`src/rtl/sar_pkg.sv`:
```
// Shared definitions for the SAR controller: FSM state encoding and the small
// arithmetic helpers used by the step table and the search datapath.
package sar_pkg;

  typedef enum logic [2:0] {
    ST_IDLE,
    ST_SAMPLE,
    ST_CONV,
    ST_RESAMPLE,
    ST_DONE
  } sar_state_e;

  // Binary weight for table entry idx; entries at or above width hold zero.
  function automatic logic [31:0] binary_step(input int idx, input int width);
    if (idx < width && idx < 32) begin
      return 32'd1 << idx;
    end
    return 32'd0;
  endfunction

  // Unsigned add clamped to the largest width-bit value.
  function automatic logic [31:0] sat_add(input logic [31:0] a, input logic [31:0] b,
                                          input int width);
    logic [32:0] sum;
    logic [32:0] lim;
    sum = {1'b0, a} + {1'b0, b};
    lim = (33'd1 << width) - 33'd1;
    if (sum > lim) begin
      return lim[31:0];
    end
    return sum[31:0];
  endfunction

endpackage

```
`src/rtl/sar_step_table.sv`:
```
// Runtime-programmable step-size table for the successive-approximation search.
// Resets to plain binary weights; one write port, combinational read at the pointer.
module sar_step_table
  import sar_pkg::*;
#(
  parameter int WIDTH     = 12,
  parameter int MAX_STEPS = 16,
  parameter int PTR_W     = 4
) (
  input  logic             clkin,
  input  logic             rst,
  input  logic             we,
  input  logic [PTR_W-1:0] waddr,
  input  logic [WIDTH-1:0] wdata,
  input  logic [PTR_W-1:0] raddr,
  output logic [WIDTH-1:0] rdata
);

  logic [WIDTH-1:0] step_q [MAX_STEPS];
  logic [WIDTH-1:0] step_d [MAX_STEPS];

  always_comb begin
    for (int i = 0; i < MAX_STEPS; i++) begin
      step_d[i] = (we && (waddr == PTR_W'(i))) ? wdata : step_q[i];
    end
  end

  always_ff @(posedge clkin or posedge rst) begin
    if (rst) begin
      for (int i = 0; i < MAX_STEPS; i++) begin
        step_q[i] <= WIDTH'(binary_step(i, WIDTH));
      end
    end else begin
      for (int i = 0; i < MAX_STEPS; i++) begin
        step_q[i] <= step_d[i];
      end
    end
  end

  // Pointer values beyond the table depth read as a zero step.
  always_comb begin
    rdata = '0;
    if (int'(raddr) < MAX_STEPS) begin
      rdata = step_q[raddr];
    end
  end

endmodule

```
`src/rtl/sar_fsm_redundant.sv`:
```
// Successive-approximation controller with a programmable (possibly redundant)
// step table and 2^k oversampling with accumulate-and-average.
module sar_fsm_redundant
  import sar_pkg::*;
#(
  parameter int WIDTH      = 12,
  parameter int MAX_STEPS  = 16,
  parameter int PTR_W      = 4,
  parameter int AVG_MAX    = 4,
  parameter int SAMPLE_CYC = 2
) (
  input  logic             clkin,
  input  logic             rst,
  input  logic             st_conv,
  input  logic             comp_in,
  output logic             clkout,
  output logic             sample,
  output logic [WIDTH-1:0] dac_value,
  input  logic             cfg_we,
  input  logic [PTR_W-1:0] cfg_addr,
  input  logic [WIDTH-1:0] cfg_data,
  input  logic [PTR_W:0]   cfg_nsteps,
  input  logic [2:0]       avg_log2,
  output logic [WIDTH-1:0] result,
  output logic             result_valid,
  output logic             busy,
  output logic             adc_done
);

  localparam int ACC_W = WIDTH + AVG_MAX;
  localparam int CNT_W = (AVG_MAX > 0) ? AVG_MAX : 1;
  localparam int SC_W  = (SAMPLE_CYC > 1) ? $clog2(SAMPLE_CYC) : 1;

  sar_state_e        state_q, state_d;
  logic              st_q, st_d;
  logic [WIDTH-1:0]  code_q, code_d;
  logic [PTR_W-1:0]  ptr_q, ptr_d;
  logic [ACC_W-1:0]  acc_q, acc_d;
  logic [CNT_W-1:0]  cnt_q, cnt_d;
  logic [SC_W-1:0]   samp_q, samp_d;
  logic [PTR_W:0]    nsteps_q, nsteps_d;
  logic [2:0]        avg_q, avg_d;
  logic [WIDTH-1:0]  result_q, result_d;
  logic              result_valid_q, result_valid_d;

  logic [WIDTH-1:0]  step_rd;
  logic [WIDTH-1:0]  trial_code;
  logic [WIDTH-1:0]  next_code;
  logic [ACC_W-1:0]  acc_sum;
  logic [CNT_W-1:0]  last_cnt;
  logic [PTR_W:0]    nsteps_clamp;
  logic [2:0]        avg_clamp;
  logic              idle_like;
  logic              table_we;
  logic              st_rise;
  logic              st_fall;

  assign idle_like = (state_q == ST_IDLE) || (state_q == ST_DONE);
  assign table_we  = cfg_we && idle_like;
  assign st_rise   = st_conv && !st_q;
  assign st_fall   = !st_conv && st_q;

  sar_step_table #(
    .WIDTH     (WIDTH),
    .MAX_STEPS (MAX_STEPS),
    .PTR_W     (PTR_W)
  ) u_step_table (
    .clkin (clkin),
    .rst   (rst),
    .we    (table_we),
    .waddr (cfg_addr),
    .wdata (cfg_data),
    .raddr (ptr_q),
    .rdata (step_rd)
  );

  // Trial code is saturated so a redundant table never wraps the DAC input.
  assign trial_code = WIDTH'(sat_add(32'(code_q), 32'(step_rd), WIDTH));
  assign next_code  = comp_in ? trial_code : code_q;
  assign acc_sum    = acc_q + ACC_W'(next_code);
  assign last_cnt   = CNT_W'((32'd1 << avg_q) - 32'd1);

  always_comb begin
    nsteps_clamp = cfg_nsteps;
    if (cfg_nsteps == '0) begin
      nsteps_clamp = (PTR_W + 1)'(1);
    end else if (int'(cfg_nsteps) > MAX_STEPS) begin
      nsteps_clamp = (PTR_W + 1)'(MAX_STEPS);
    end
    avg_clamp = (int'(avg_log2) > AVG_MAX) ? 3'(AVG_MAX) : avg_log2;
  end

  always_comb begin
    state_d        = state_q;
    st_d           = st_conv;
    code_d         = code_q;
    ptr_d          = ptr_q;
    acc_d          = acc_q;
    cnt_d          = cnt_q;
    samp_d         = samp_q;
    nsteps_d       = nsteps_q;
    avg_d          = avg_q;
    result_d       = result_q;
    result_valid_d = 1'b0;

    case (state_q)
      ST_IDLE, ST_DONE: begin
        if (st_rise) begin
          state_d  = ST_SAMPLE;
          nsteps_d = nsteps_clamp;
          avg_d    = avg_clamp;
          acc_d    = '0;
          cnt_d    = '0;
        end
      end

      ST_SAMPLE: begin
        if (st_fall) begin
          state_d = ST_CONV;
          ptr_d   = PTR_W'(nsteps_q - (PTR_W + 1)'(1));
          code_d  = '0;
        end
      end

      ST_CONV: begin
        code_d = next_code;
        if (ptr_q == '0) begin
          acc_d = acc_sum;
          if (cnt_q == last_cnt) begin
            state_d        = ST_DONE;
            result_d       = WIDTH'(acc_sum >> avg_q);
            result_valid_d = 1'b1;
          end else begin
            state_d = ST_RESAMPLE;
            cnt_d   = cnt_q + CNT_W'(1);
            samp_d  = '0;
          end
        end else begin
          ptr_d = ptr_q - PTR_W'(1);
        end
      end

      ST_RESAMPLE: begin
        if (samp_q == SC_W'(SAMPLE_CYC - 1)) begin
          state_d = ST_CONV;
          ptr_d   = PTR_W'(nsteps_q - (PTR_W + 1)'(1));
          code_d  = '0;
        end else begin
          samp_d = samp_q + SC_W'(1);
        end
      end

      default: begin
        state_d = ST_IDLE;
      end
    endcase
  end

  always_ff @(posedge clkin or posedge rst) begin
    if (rst) begin
      state_q        <= ST_IDLE;
      st_q           <= 1'b0;
      code_q         <= '0;
      ptr_q          <= '0;
      acc_q          <= '0;
      cnt_q          <= '0;
      samp_q         <= '0;
      nsteps_q       <= (PTR_W + 1)'(WIDTH);
      avg_q          <= '0;
      result_q       <= '0;
      result_valid_q <= 1'b0;
    end else begin
      state_q        <= state_d;
      st_q           <= st_d;
      code_q         <= code_d;
      ptr_q          <= ptr_d;
      acc_q          <= acc_d;
      cnt_q          <= cnt_d;
      samp_q         <= samp_d;
      nsteps_q       <= nsteps_d;
      avg_q          <= avg_d;
      result_q       <= result_d;
      result_valid_q <= result_valid_d;
    end
  end

  // State only moves on the rising edge, so gating the low phase cannot glitch.
  assign clkout       = ~clkin & (state_q == ST_CONV);
  assign sample       = (state_q == ST_SAMPLE) || (state_q == ST_RESAMPLE);
  assign busy         = (state_q == ST_SAMPLE) || (state_q == ST_CONV) ||
                        (state_q == ST_RESAMPLE);
  assign adc_done     = (state_q == ST_DONE);
  assign dac_value    = (state_q == ST_CONV) ? trial_code : code_q;
  assign result       = result_q;
  assign result_valid = result_valid_q;

endmodule

```
`config.mk`:
```
export PLATFORM = sky130hd
export DESIGN_NAME = sar_fsm_redundant
export DESIGN_NICKNAME = d
export VERILOG_FILES = /design/src/rtl/sar_pkg.sv /design/src/rtl/sar_step_table.sv /design/src/rtl/sar_fsm_redundant.sv
export SDC_FILE = /design/constraint.sdc
export NUM_CORES = 1
export LEC_CHECK = 0
export CAP_MARGIN = 20
export CORE_ASPECT_RATIO = 0.5
export CORE_MARGIN = 3
export CORE_UTILIZATION = 66
export DETAILED_ROUTE_END_ITERATION = 10
export HOLD_SLACK_MARGIN = 0.12
export PLACE_DENSITY = 0.91
export SYNTH_ARGS = -nofsm -noshare
export SYNTH_HDL_FRONTEND = slang
export SYNTH_SLANG_ARGS = --single-unit
```
`constraint.sdc`:
```
create_clock -name clkin -period 18.76 [get_ports clkin]
set_clock_uncertainty 0.15 [all_clocks]
set_input_delay 2.814 -clock clkin [delete_from_list [all_inputs] [get_ports clkin]]
set_output_delay 2.814 -clock clkin [all_outputs]
set_load 0.02 [all_outputs]
```
; ---- Yosys cells after proc, flatten, opt, wreduce, memory -nomap -nowiden
; Cells that the tools add are included.
[totals]
register_bits = 253
inputBits = 29
elab_cells = 148
[op_classes]
addsub = 7
magnitude_cmp = 4
eq_ne = 26
shifts = 2
mux = 38
bitwise = 3
n_reduce_logical = 41
[ops]
columns = op, count
row1 = $mux 12, 8
row2 = $bmux 12 s4, 1
row3 = $pmux 12 s3, 1
row4 = $eq 4x4->1 const B, 8
row5 = $mux 16, 2
row6 = $mux 4, 8
row7 = $pmux 16 s2, 1
row8 = $logic_and 1x1->1, 19
row9 = $mux 3, 6
row10 = $add 16x12->16, 1
row11 = $eq 4x3->1 const B, 4
row12 = $shr 16x3->12, 1
row13 = $add 12x12->13, 1
row14 = $gt 13x12->1 const B, 1
row15 = $ne 2x2->1 const B, 6
row16 = $pmux 3 s4, 1
row17 = $pmux 4 s3, 1
row18 = $reduce_and 3->1, 4
row19 = $reduce_and 4->1, 3
row20 = $sub 4x1->4 const B, 3
row21 = $eq 4x2->1 const B, 2
row22 = $logic_not 4->1, 2
row23 = $pmux 4 s2, 1
row24 = $mux 1, 7
row25 = 23 further kinds, 29

; ---- Depth between registers and ports, before layout
[depth]
word_depth = 12
mapped_depth = 28
ltp_nobuf = 26

; ---- Hierarchy
; A second synthesis with hierarchy kept.
[hier_totals]
cells_unflattened = 1116
hier_area_um2 = 13457.9
[by_module_without_submodules]
columns = mod, instances, cells_each, area_per_inst_um2, seq_area_each_um2
row1 = sar_step_table, 1, 539, 8675.8, 4819.6
row2 = sar_fsm_redundant, 1, 577, 4782.1, 1529.0

==> metrics <==
Area Growth Syn to Fin=11.5%; total number of vias=9924; routed len/inst=approximately 23 um; YS warnings=0; 1st-pass router iterations=6; Max rail drop VDD=approximately 0.1 mV; share of total power in the clock network=16.9%; Yosys top cell by area=dfrtp_1; clock latency on the worst-skew pair=about 0.64 ns; Max-Cap Viols=0; Arr. time, crit path=a little over 10 ns; Psw=~1.3 mW; Sequential Area=between 6000 and 7000 sq um; pre-CTS setup slack=5.72 ns; Area contributors post-synth=dfrtp_1 45%, mux2_2 16%, mux4_2 5.0%; I/O pin cnt=58; GPL Wtd Cong=0.967; Initial Util=just under 70%; outcome=completed; cell area after synthesis=~13000 sq um; fill cell count=roughly 1100; most frequent cells in the layout=238 x dfrtp_1, 193 x mux2_2, 125 x nand2_1; TNS Setup=0 ns; DIE HEIGHT=about 110 um; GRT Total Usage=31.5%; largest net degree at the start of global routing=between 100 and 150; Sequential Power Share=between 30% and 40%; first-pass GRT wire length=55.0 mm; Synthesized Nets=approximately 1200; Crit. End Element=output pin; Yosys top cell area share=44.7%; final wirelength=34.6 mm; Hold Vio Cnt, Final=0; Seq/Total Area, Yosys=between 40% and 50%; vias per cell=6.69; area of the multi-input gates=~6700 sq um; num rows=36; post-CTS setup buffers=0; dominant synthesized flop cell=dfrtp_1; Core Region=just under 20000 sq um; Mapped Cells=around 1200; headroom to the max-slew limit=between 20 and 30%; number of routed nets with antenna violations=0; clock slew at reported path FFs=about 0.060 ns; max-slew violations=0; DIE AREA=around 22000 sq um; distinct cell type count of the synthesized netlist=64; Mean Syn Cell Area=11.4 sq um; initial antenna violation count=1; unrepaired setup endpoints after global routing=false; number of DRC markers in iteration 0=between 1000 and 1500; most common cell after layout, fill and taps aside=dfrtp_1; Nets=1261; Final Util=between 70% and 80%; CP Class=clock port to output pin; port buffer count=57; CTS Hold Bufs=0; class of the worst hold path=flop to flop; Tightest Pin Transition=~1.1 ns; CTS tree=done; final setup violation count=0; Synth async-reset ratio=between 90% and 100%; EDFF count, synth=0; internal power=about 1.7 mW; PD cells=a little under 200 nW/um^2; # resized after CTS=0; placed cell area=14100 sq um; Worst Slack Setup Final=5.47 ns; vias in the first global route=around 10000; sw frac=between 40% and 50%; leakage=6.95 nW; # diodes=0; CP max FO=2; fin area=roughly 15000 sq um; total congestion overflow=0; Worst EP required=approximately 16 ns; part of the power in combinational logic=53.1%; share of cells above drive strength 1=25.5%; CP startpoint kind=clock port; chip width=between 200 and 250 um; flop and latch count out of synthesis=roughly 250; DRC viols=0; DP HPWL=around 22 mm
==> cells in the mapped netlist (6+ instances only) <==
cell type,number
xnor2_1,17
o21ai_1,9
dfrtp_1,239
o21ai_0,62
clkbuf_1,53
buf_2,18
nor2_1,80
nor3_1,11
ha_1,29
nand2b_1,12
dfstp_2,14
a31oi_1,6
inv_1,19
mux4_2,30
xor2_1,8
mux2i_1,60
nand2_1,125
mux2_2,193
a22oi_1,17
nor2b_1,9
a221oi_1,12
nand3_1,24
a21oi_1,52
==> layout make-up <==
type,count,area share [%]
clock inverter,6,0.301
multi-input combinational,829,44.7
clock buffer,40,5.08
timing repair buffer,71,4.69
tap,266,2.23
inverter,19,0.528
sequential,253,42.5
==> per-layer routing <==
metal	up-vias	GRT usage, %	wire [um]
met3	127	7.31	3030
li1	4292	-	-
met1	4988	39.7	13500
met5	-	0	13
met4	2	14.1	1530
met2	515	53.1	16500
==> state kept, by name (all words and copies together), names as in the netlist, 3 cells and up <==
signal               count
acc_q                   16
code_q                  12
ptr_q                    4
state_q                  3
nsteps_q                 4
result                  12
u_step_table.step_q    192
cnt_q                    4
avg_q                    3
==> final timing paths <==
path | from | endpoint | slack, ns | depth (start not counted)
max in group asynchronous | rst | u_step_table.step_q[176] | 13.67 | 4
min in group asynchronous | rst | code_q[4] | 2.55 | 2
worst min-delay path | result[4] | result[4] | 0.34 | 2
worst max-delay path | clkin | clkout | 5.47 | 4
worst min register to register | result[4] | result[4] | 0.34 | 2
worst max register to register | ptr_q[0] | result[9] | 11.08 | 21
==> power groups by stage <==
stage               clock network, mW  registers, mW  logic [mW]
floorplan                     0.00442          0.809        1.13
global placement              0.00894          0.862        1.44
detailed placement            0.00895          0.881        1.52
CTS                             0.499          0.875        1.54
global route                    0.525          0.900        1.68
finish                          0.499          0.883        1.56
==> critical path: stages <==
cell,delay [ns]
clkbuf_16,0.12
clkbuf_16,0.13
nor2_1,0.09
clkdlybuf4s50_1,0.60
==> cells by family (layout without fill, tap and decap cells) <==
| logic type | Yosys count | after routing | synth area share [%] |
|---|---|---|---|
| muxes | 286 | 286 | 26.0 |
| and+or+nand+nor | 281 | 281 | 9.12 |
| DFF | 253 | 253 | 47.4 |
| AOI/OAI and AO/OA | 205 | 205 | 9.77 |
| buffers and inverters | 96 | 136 | 2.94 |
| adders and majority gates | 31 | 31 | 3.01 |
| xor gates and xnor gates | 26 | 26 | 1.76 |
==> through the flow <==
stage / total power, mW / hold slack (ns) / instances
after floorplan: 1.94 / 0.298 / 1178
after global placement: 2.31 / 0.316 / 1437
after detailed placement: 2.41 / 0.323 / 1438
after CTS: 2.91 / 0.336 / 1483
after global routing: 3.11 / 0.366 / 1484
final: 2.95 / 0.343 / 1484
No activity file was read; power rests on OpenSTA's default activity.
